### src/rtl/alarm_ring_ctrl_if.sv
// Alarm ring controller bus: time/button inputs in, sounder/snooze status out.
interface alarm_ring_ctrl_if;
  logic        one_second;
  logic        alarm_enable;
  logic [15:0] current_time;
  logic [15:0] alarm_time;
  logic        stop_button;
  logic        snooze_button;
  logic        sound_alarm;
  logic        snooze_active;
  logic [1:0]  snooze_count;
  logic        alarm_missed;

  modport master (
    output one_second, alarm_enable, current_time, alarm_time,
           stop_button, snooze_button,
    input  sound_alarm, snooze_active, snooze_count, alarm_missed
  );

  modport slave (
    input  one_second, alarm_enable, current_time, alarm_time,
           stop_button, snooze_button,
    output sound_alarm, snooze_active, snooze_count, alarm_missed
  );
endinterface

### src/rtl/alarm_ring_ctrl.sv
// Alarm sounder sequencer: ring on alarm match, stop/snooze handling,
// snooze re-arm delay, snooze limit and unattended ring timeout.
module alarm_ring_ctrl #(
  parameter int unsigned RING_SEC   = 60,
  parameter int unsigned SNOOZE_SEC = 300,
  parameter int unsigned MAX_SNOOZE = 3,
  parameter int unsigned CNT_W      = 9
) (
  input logic               clock,
  input logic               reset,
  alarm_ring_ctrl_if.slave  bus
);

  localparam logic [CNT_W-1:0] RING_LAST   = CNT_W'(RING_SEC - 1);
  localparam logic [CNT_W-1:0] SNOOZE_LAST = CNT_W'(SNOOZE_SEC - 1);
  localparam logic [1:0]       SNOOZE_MAX  = 2'(MAX_SNOOZE);

  typedef enum logic [1:0] {
    IDLE     = 2'd0,
    RINGING  = 2'd1,
    SNOOZING = 2'd2
  } state_t;

  state_t           state_q, state_d;
  logic [CNT_W-1:0] sec_cnt_q, sec_cnt_d;
  logic [1:0]       snooze_cnt_q, snooze_cnt_d;
  logic             match_d, stop_d, snooze_d;
  logic             missed_d;
  logic             match, match_rise, stop_press, snooze_press;

  // Press and match edge detection against last-cycle samples.
  always_comb begin
    match        = bus.alarm_enable && (bus.current_time == bus.alarm_time);
    match_rise   = match & ~match_d;
    stop_press   = bus.stop_button & ~stop_d;
    snooze_press = bus.snooze_button & ~snooze_d;
  end

  // Next-state, counter and timeout-pulse logic.
  always_comb begin
    state_d      = state_q;
    sec_cnt_d    = sec_cnt_q;
    snooze_cnt_d = snooze_cnt_q;
    missed_d     = 1'b0;
    case (state_q)
      IDLE: begin
        if (match_rise) begin
          state_d      = RINGING;
          sec_cnt_d    = '0;
          snooze_cnt_d = '0;
        end
      end
      RINGING: begin
        if (!bus.alarm_enable || stop_press) begin
          state_d = IDLE;
        end else if (snooze_press && (snooze_cnt_q < SNOOZE_MAX)) begin
          state_d      = SNOOZING;
          snooze_cnt_d = snooze_cnt_q + 2'd1;
          sec_cnt_d    = '0;
        end else if (bus.one_second) begin
          // A snooze press at the limit is dropped, so the tick still counts.
          if (sec_cnt_q == RING_LAST) begin
            state_d  = IDLE;
            missed_d = 1'b1;
          end else begin
            sec_cnt_d = sec_cnt_q + CNT_W'(1);
          end
        end
      end
      SNOOZING: begin
        if (!bus.alarm_enable || stop_press) begin
          state_d = IDLE;
        end else if (bus.one_second) begin
          if (sec_cnt_q == SNOOZE_LAST) begin
            state_d   = RINGING;
            sec_cnt_d = '0;
          end else begin
            sec_cnt_d = sec_cnt_q + CNT_W'(1);
          end
        end
      end
      default: state_d = IDLE;
    endcase
  end

  // State, counters, edge history and registered outputs.
  always_ff @(posedge clock or posedge reset) begin
    if (reset) begin
      state_q           <= IDLE;
      sec_cnt_q         <= '0;
      snooze_cnt_q      <= '0;
      match_d           <= 1'b0;
      stop_d            <= 1'b0;
      snooze_d          <= 1'b0;
      bus.sound_alarm   <= 1'b0;
      bus.snooze_active <= 1'b0;
      bus.alarm_missed  <= 1'b0;
    end else begin
      state_q           <= state_d;
      sec_cnt_q         <= sec_cnt_d;
      snooze_cnt_q      <= snooze_cnt_d;
      match_d           <= match;
      stop_d            <= bus.stop_button;
      snooze_d          <= bus.snooze_button;
      bus.sound_alarm   <= (state_d == RINGING);
      bus.snooze_active <= (state_d == SNOOZING);
      bus.alarm_missed  <= missed_d;
    end
  end

  // Snooze count is a register; expose it directly.
  assign bus.snooze_count = snooze_cnt_q;

endmodule

### src/flat_wrapper.sv
// flat-port wrapper written by rule: the top's interface ports become plain ports
module alarm_ring_ctrl_flat 
#(
  parameter int unsigned RING_SEC   = 60,
  parameter int unsigned SNOOZE_SEC = 300,
  parameter int unsigned MAX_SNOOZE = 3,
  parameter int unsigned CNT_W      = 9
)
  (clock, reset, bus_one_second, bus_alarm_enable, bus_current_time, bus_alarm_time, bus_stop_button, bus_snooze_button, bus_sound_alarm, bus_snooze_active, bus_snooze_count, bus_alarm_missed);
  alarm_ring_ctrl_if bus_i ();
  input logic clock;
  input logic reset;
  input wire logic [$bits(bus_i.one_second)-1:0] bus_one_second;
  input wire logic [$bits(bus_i.alarm_enable)-1:0] bus_alarm_enable;
  input wire logic [$bits(bus_i.current_time)-1:0] bus_current_time;
  input wire logic [$bits(bus_i.alarm_time)-1:0] bus_alarm_time;
  input wire logic [$bits(bus_i.stop_button)-1:0] bus_stop_button;
  input wire logic [$bits(bus_i.snooze_button)-1:0] bus_snooze_button;
  output wire logic [$bits(bus_i.sound_alarm)-1:0] bus_sound_alarm;
  output wire logic [$bits(bus_i.snooze_active)-1:0] bus_snooze_active;
  output wire logic [$bits(bus_i.snooze_count)-1:0] bus_snooze_count;
  output wire logic [$bits(bus_i.alarm_missed)-1:0] bus_alarm_missed;
  assign bus_i.one_second = bus_one_second;
  assign bus_i.alarm_enable = bus_alarm_enable;
  assign bus_i.current_time = bus_current_time;
  assign bus_i.alarm_time = bus_alarm_time;
  assign bus_i.stop_button = bus_stop_button;
  assign bus_i.snooze_button = bus_snooze_button;
  assign bus_sound_alarm = bus_i.sound_alarm;
  assign bus_snooze_active = bus_i.snooze_active;
  assign bus_snooze_count = bus_i.snooze_count;
  assign bus_alarm_missed = bus_i.alarm_missed;
  alarm_ring_ctrl #(.RING_SEC(RING_SEC), .SNOOZE_SEC(SNOOZE_SEC), .MAX_SNOOZE(MAX_SNOOZE), .CNT_W(CNT_W)) u_core (.clock(clock), .reset(reset), .bus(bus_i));
endmodule
### config.mk
export PLATFORM = sky130hd
export DESIGN_NAME = alarm_ring_ctrl_flat
export DESIGN_NICKNAME = d
export VERILOG_FILES = /design/src/rtl/alarm_ring_ctrl_if.sv /design/src/rtl/alarm_ring_ctrl.sv /design/src/flat_wrapper.sv
export SDC_FILE = /design/constraint.sdc
export NUM_CORES = 1
export LEC_CHECK = 0
export ABC_CLOCK_PERIOD_IN_PS = 4300
export BUFFER_PORTS_ARGS = -buffer_cell sky130_fd_sc_hd__buf_2
export CORE_ASPECT_RATIO = 1.1
export CORE_UTILIZATION = 30
export DETAILED_ROUTE_END_ITERATION = 8
export GPL_TIMING_DRIVEN = 0
export SETUP_SLACK_MARGIN = 0.02
export SYNTH_ARGS = -nofsm -noshare
export SYNTH_HDL_FRONTEND = slang
export SYNTH_SLANG_ARGS = --single-unit
### constraint.sdc
create_clock -name clock -period 4.3 [get_ports clock]
set_clock_uncertainty 0.15 [all_clocks]
set_input_delay 0.645 -clock clock [delete_from_list [all_inputs] [get_ports clock]]
set_output_delay 0.645 -clock clock [all_outputs]
set_load 0.01 [all_outputs]
==> run metrics <==
run status=finished with violations; failing checks=DRC; Seq/Total Area, Yosys=0.338; 1st-pass router iterations=6; I/O pin count=43; Placeable Area=around 4400 um^2; initial antenna violation count=0; Gates resized, CTS repair=0; Tcrit/Tclk final=0.579; initial core utilization=0.319; Total GRT Usage=0.138; Least-Margin Pin Slew=718 ps; achievable frequency=approximately 0.40 GHz; initial DRC count=90; post-synthesis cell count=158; clock period minus worst slack=2490 ps; postcts setup bufs=0; DRC=2; Pwr per Cell Area=roughly 280 nW/um^2; cells along the critical path=ha_1, nor3b_2, nor2_1, a211o_1, nor2_1, nand3_1, o22ai_1; final HPWL from detailed placement=2480 um; #FFs+latches synth=19; RSZ-0062 raised after global routing=false; first-pass GRT wire length=5320 um; DR WL/cell=about 12 um; die height=about 74 um; Compound-Gate Fraction of Synth Area=0.228; max-cap violation count=0; Adder-Cell Fraction of Synth Area=0.0533; CP bufs+invs=0; largest family of logic cells by synthesized area=simple AND/OR/NAND/NOR gates; Reg power frac=0.429; Synth warnings=0; vias in the first global route=between 1000 and 1500; post-synthesis mux area share=0; clock latency on the worst-skew pair=250 ps; max-slew violation count=0; logic gate share of total power=0.307; critical path type=reg2reg; net load switching power=0.155 mW; Clock Power Share=0.264; cts hold-fix bufs=0; crit end category=flip-flop; HP Class=in2async; ANT nets after route=0; post-synthesis xor/xnor area fraction=0.0560; peak per-stage delay on the critical path=~430 ps; PortBufs=42; Synth top area share=0.338; distinct cell type count after synthesis=between 40 and 50; final hold vios=0; Max Fanout on Critical Path=7; leading area contributor after synthesis=dfrtp_1; Crit-path slowest cell=dfrtp_1; final core area utilization=0.392; Fill cells=approximately 420; Final Setup Violations=0; Ant. Diodes=0; syn_nets=~200; GPL Wtd Cong=0.786; crit-path most repeated cell=nor2_1; setup tns final=0 ps; CP arrival=between 2000 and 3000 ps; dominant cells by area after synthesis=dfrtp_1 34%, ha_1 5.3%, nand2b_1 4.9%; total number of vias=1317; Peak VDD IR=99.5 uV; Setup crit start kind=flip-flop; Rows=25; Die W=between 60 and 70 um; cts bufs inserted=3; Area Growth Syn to Fin=22.9%; slew margin rel.=0.521; CTS max path bufs=2; leakage power=~0.81 nW; Root Buffer=clkbuf_8; Internal=0.323 mW; Post-Synthesis Cell Area=1410 um^2; CP required=approximately 4300 ps; switch share=0.323; share of cells above drive strength 1=0.270; die area=4970 um^2; largest net degree at the start of global routing=20; Post-Syn Area per Cell=between 8 and 9 um^2; total routed wirelength=~3200 um; Clock Pin Slew Worst Setup and Hold Paths=approximately 70 ps; CTS tree=yes; remaining global-route overflow=0; vias per std cell=just over 5; CTS HTree Levels=1; Post-Synth Simple-Gate Area=0.276; clk sinks=19; final net count=roughly 250; Top Family by Delay on Critical Path=simple AND/OR/NAND/NOR gates
==> power groups by stage <==
stage | clock network (mW) | logic (mW) | registers [mW]
global route | 0.139 | 0.166 | 0.208
finish | 0.126 | 0.147 | 0.205
floorplan | 0 | 0.101 | 0.207
global placement | 0 | 0.145 | 0.208
detailed placement | 0 | 0.145 | 0.209
CTS | 0.130 | 0.146 | 0.205
==> cells by family (layout without fill, tap and decap cells) <==
logic type | Yosys count | count (layout)
AO/OA/AOI/OAI | 39 | 39
buffers and inverters | 18 | 64
adder cells (fa/ha/maj) | 6 | 6
XOR/XNOR | 9 | 9
AND/OR/NAND/NOR | 67 | 67
flip-flops | 19 | 19
==> cell usage after synthesis <==
cell type / instances
a31oi_1: 4
nand2b_1: 11
o22ai_1: 2
xnor2_1: 6
nand3_1: 9
a32o_1: 3
a211oi_2: 1
and3_4: 1
a41o_1: 3
o2bb2ai_1: 4
o31ai_4: 1
or2_2: 2
a221o_1: 1
buf_2: 1
a222oi_1: 1
nor4bb_1: 1
and2_1: 2
clkbuf_1: 1
nor2b_1: 2
or4_4: 1
inv_1: 16
a21oi_1: 6
o2111ai_1: 3
o21ai_2: 1
xor2_1: 3
nor3_1: 4
and3b_1: 1
o21bai_1: 1
o41a_1: 1
nand4_1: 4
and3_1: 3
nor2_1: 9
ha_1: 6
dfrtp_1: 19
o31ai_1: 1
a41oi_1: 1
o21ai_0: 2
nand2_1: 10
nor4_1: 4
nor3b_2: 1
a211o_1: 1
nand4bb_2: 1
o211ai_1: 1
o21a_1: 1
nand3b_1: 1
==> state kept, by name, summed over array words and instances (netlist names) <==
register / count
u_core.sec_cnt_q: 9
u_core.bus.snooze_count: 2
u_core.state_q: 2
u_core.bus.alarm_missed: 1
u_core.bus.snooze_active: 1
u_core.bus.sound_alarm: 1
u_core.match_d: 1
u_core.snooze_d: 1
u_core.stop_d: 1
==> metrics by stage <==
| step | area, um^2 | std cells | worst slack, ps | hold slack (ps) | power, mW |
|---|---|---|---|---|---|
| floorplan | 1410 | 158 | 2100 | 309 | 0.308 |
| global placement | 1690 | 254 | 1600 | 335 | 0.353 |
| detailed placement | 1690 | 254 | 1600 | 346 | 0.354 |
| CTS | 1730 | 258 | 1830 | 357 | 0.481 |
| global route | 1730 | 258 | 1590 | 359 | 0.514 |
| finish | 1730 | 258 | 1810 | 346 | 0.478 |
==> worst register-to-register path: stages, from the launching register on <==
cell     delay [ps]
dfrtp_1         430
ha_1            240
nor3b_2         320
nor2_1          160
a211o_1         380
nor2_1          280
nand3_1         240
o22ai_1         220
==> layer usage <==
metal	global-route usage	wire, um	vias to the layer above
met2	0.224	1530	29
met3	0.0140	66	4
met4	0.0638	51	0
li1	-	-	680
met1	0.180	1520	604
met5	0	0	-
==> final cells by class <==
type                       instances  area, um^2  area share
buffer                             2        8.76     0.00506
clock buffer                       4        45.0      0.0260
inverter                          16        60.1      0.0347
multi-input combinational        121         863       0.499
sequential                        19         475       0.275
tap                               54        67.6      0.0390
timing repair buffer              42         210       0.121
==> worst paths after layout <==
kind	start	end	slack (ps)	cells after the start
setup / recovery	u_core.bus.snooze_count[0]	u_core.sec_cnt_q[2]	1810	7
min in group clock	u_core.sec_cnt_q[0]	u_core.sec_cnt_q[0]	360	1
setup reg to reg	u_core.bus.snooze_count[0]	u_core.sec_cnt_q[2]	1810	7
hold / removal	reset	u_core.sec_cnt_q[3]	350	2
hold reg to reg	u_core.sec_cnt_q[0]	u_core.sec_cnt_q[0]	360	1
max in group asynchronous	reset	u_core.match_d	3200	2
==> cells in the final DEF, fill, tap and decap left out, types with 2 or more instances in the layout <==
| master | netlist | layout |
|---|---|---|
| and2_1 | 2 | 2 |
| nor2_1 | 9 | 9 |
| ha_1 | 6 | 6 |
| o2bb2ai_1 | 4 | 4 |
| nand3_1 | 9 | 9 |
| nand2_1 | 10 | 10 |
| a32o_1 | 3 | 3 |
| nor4_1 | 4 | 4 |
| or2_2 | 2 | 2 |
| nor3_1 | 4 | 4 |
| clkbuf_1 | 1 | 2 |
| dfrtp_1 | 19 | 19 |
| nand2b_1 | 11 | 11 |
| clkbuf_8 | 0 | 3 |
| buf_2 | 1 | 43 |
| a31oi_1 | 4 | 4 |
| o2111ai_1 | 3 | 3 |
| o21ai_0 | 2 | 2 |
| nand4_1 | 4 | 4 |
| inv_1 | 16 | 16 |
| xnor2_1 | 6 | 6 |
| a41o_1 | 3 | 3 |
| xor2_1 | 3 | 3 |
| a21oi_1 | 6 | 6 |
| o22ai_1 | 2 | 2 |
| and3_1 | 3 | 3 |
| nor2b_1 | 2 | 2 |
(Power assumes the default switching activity.)
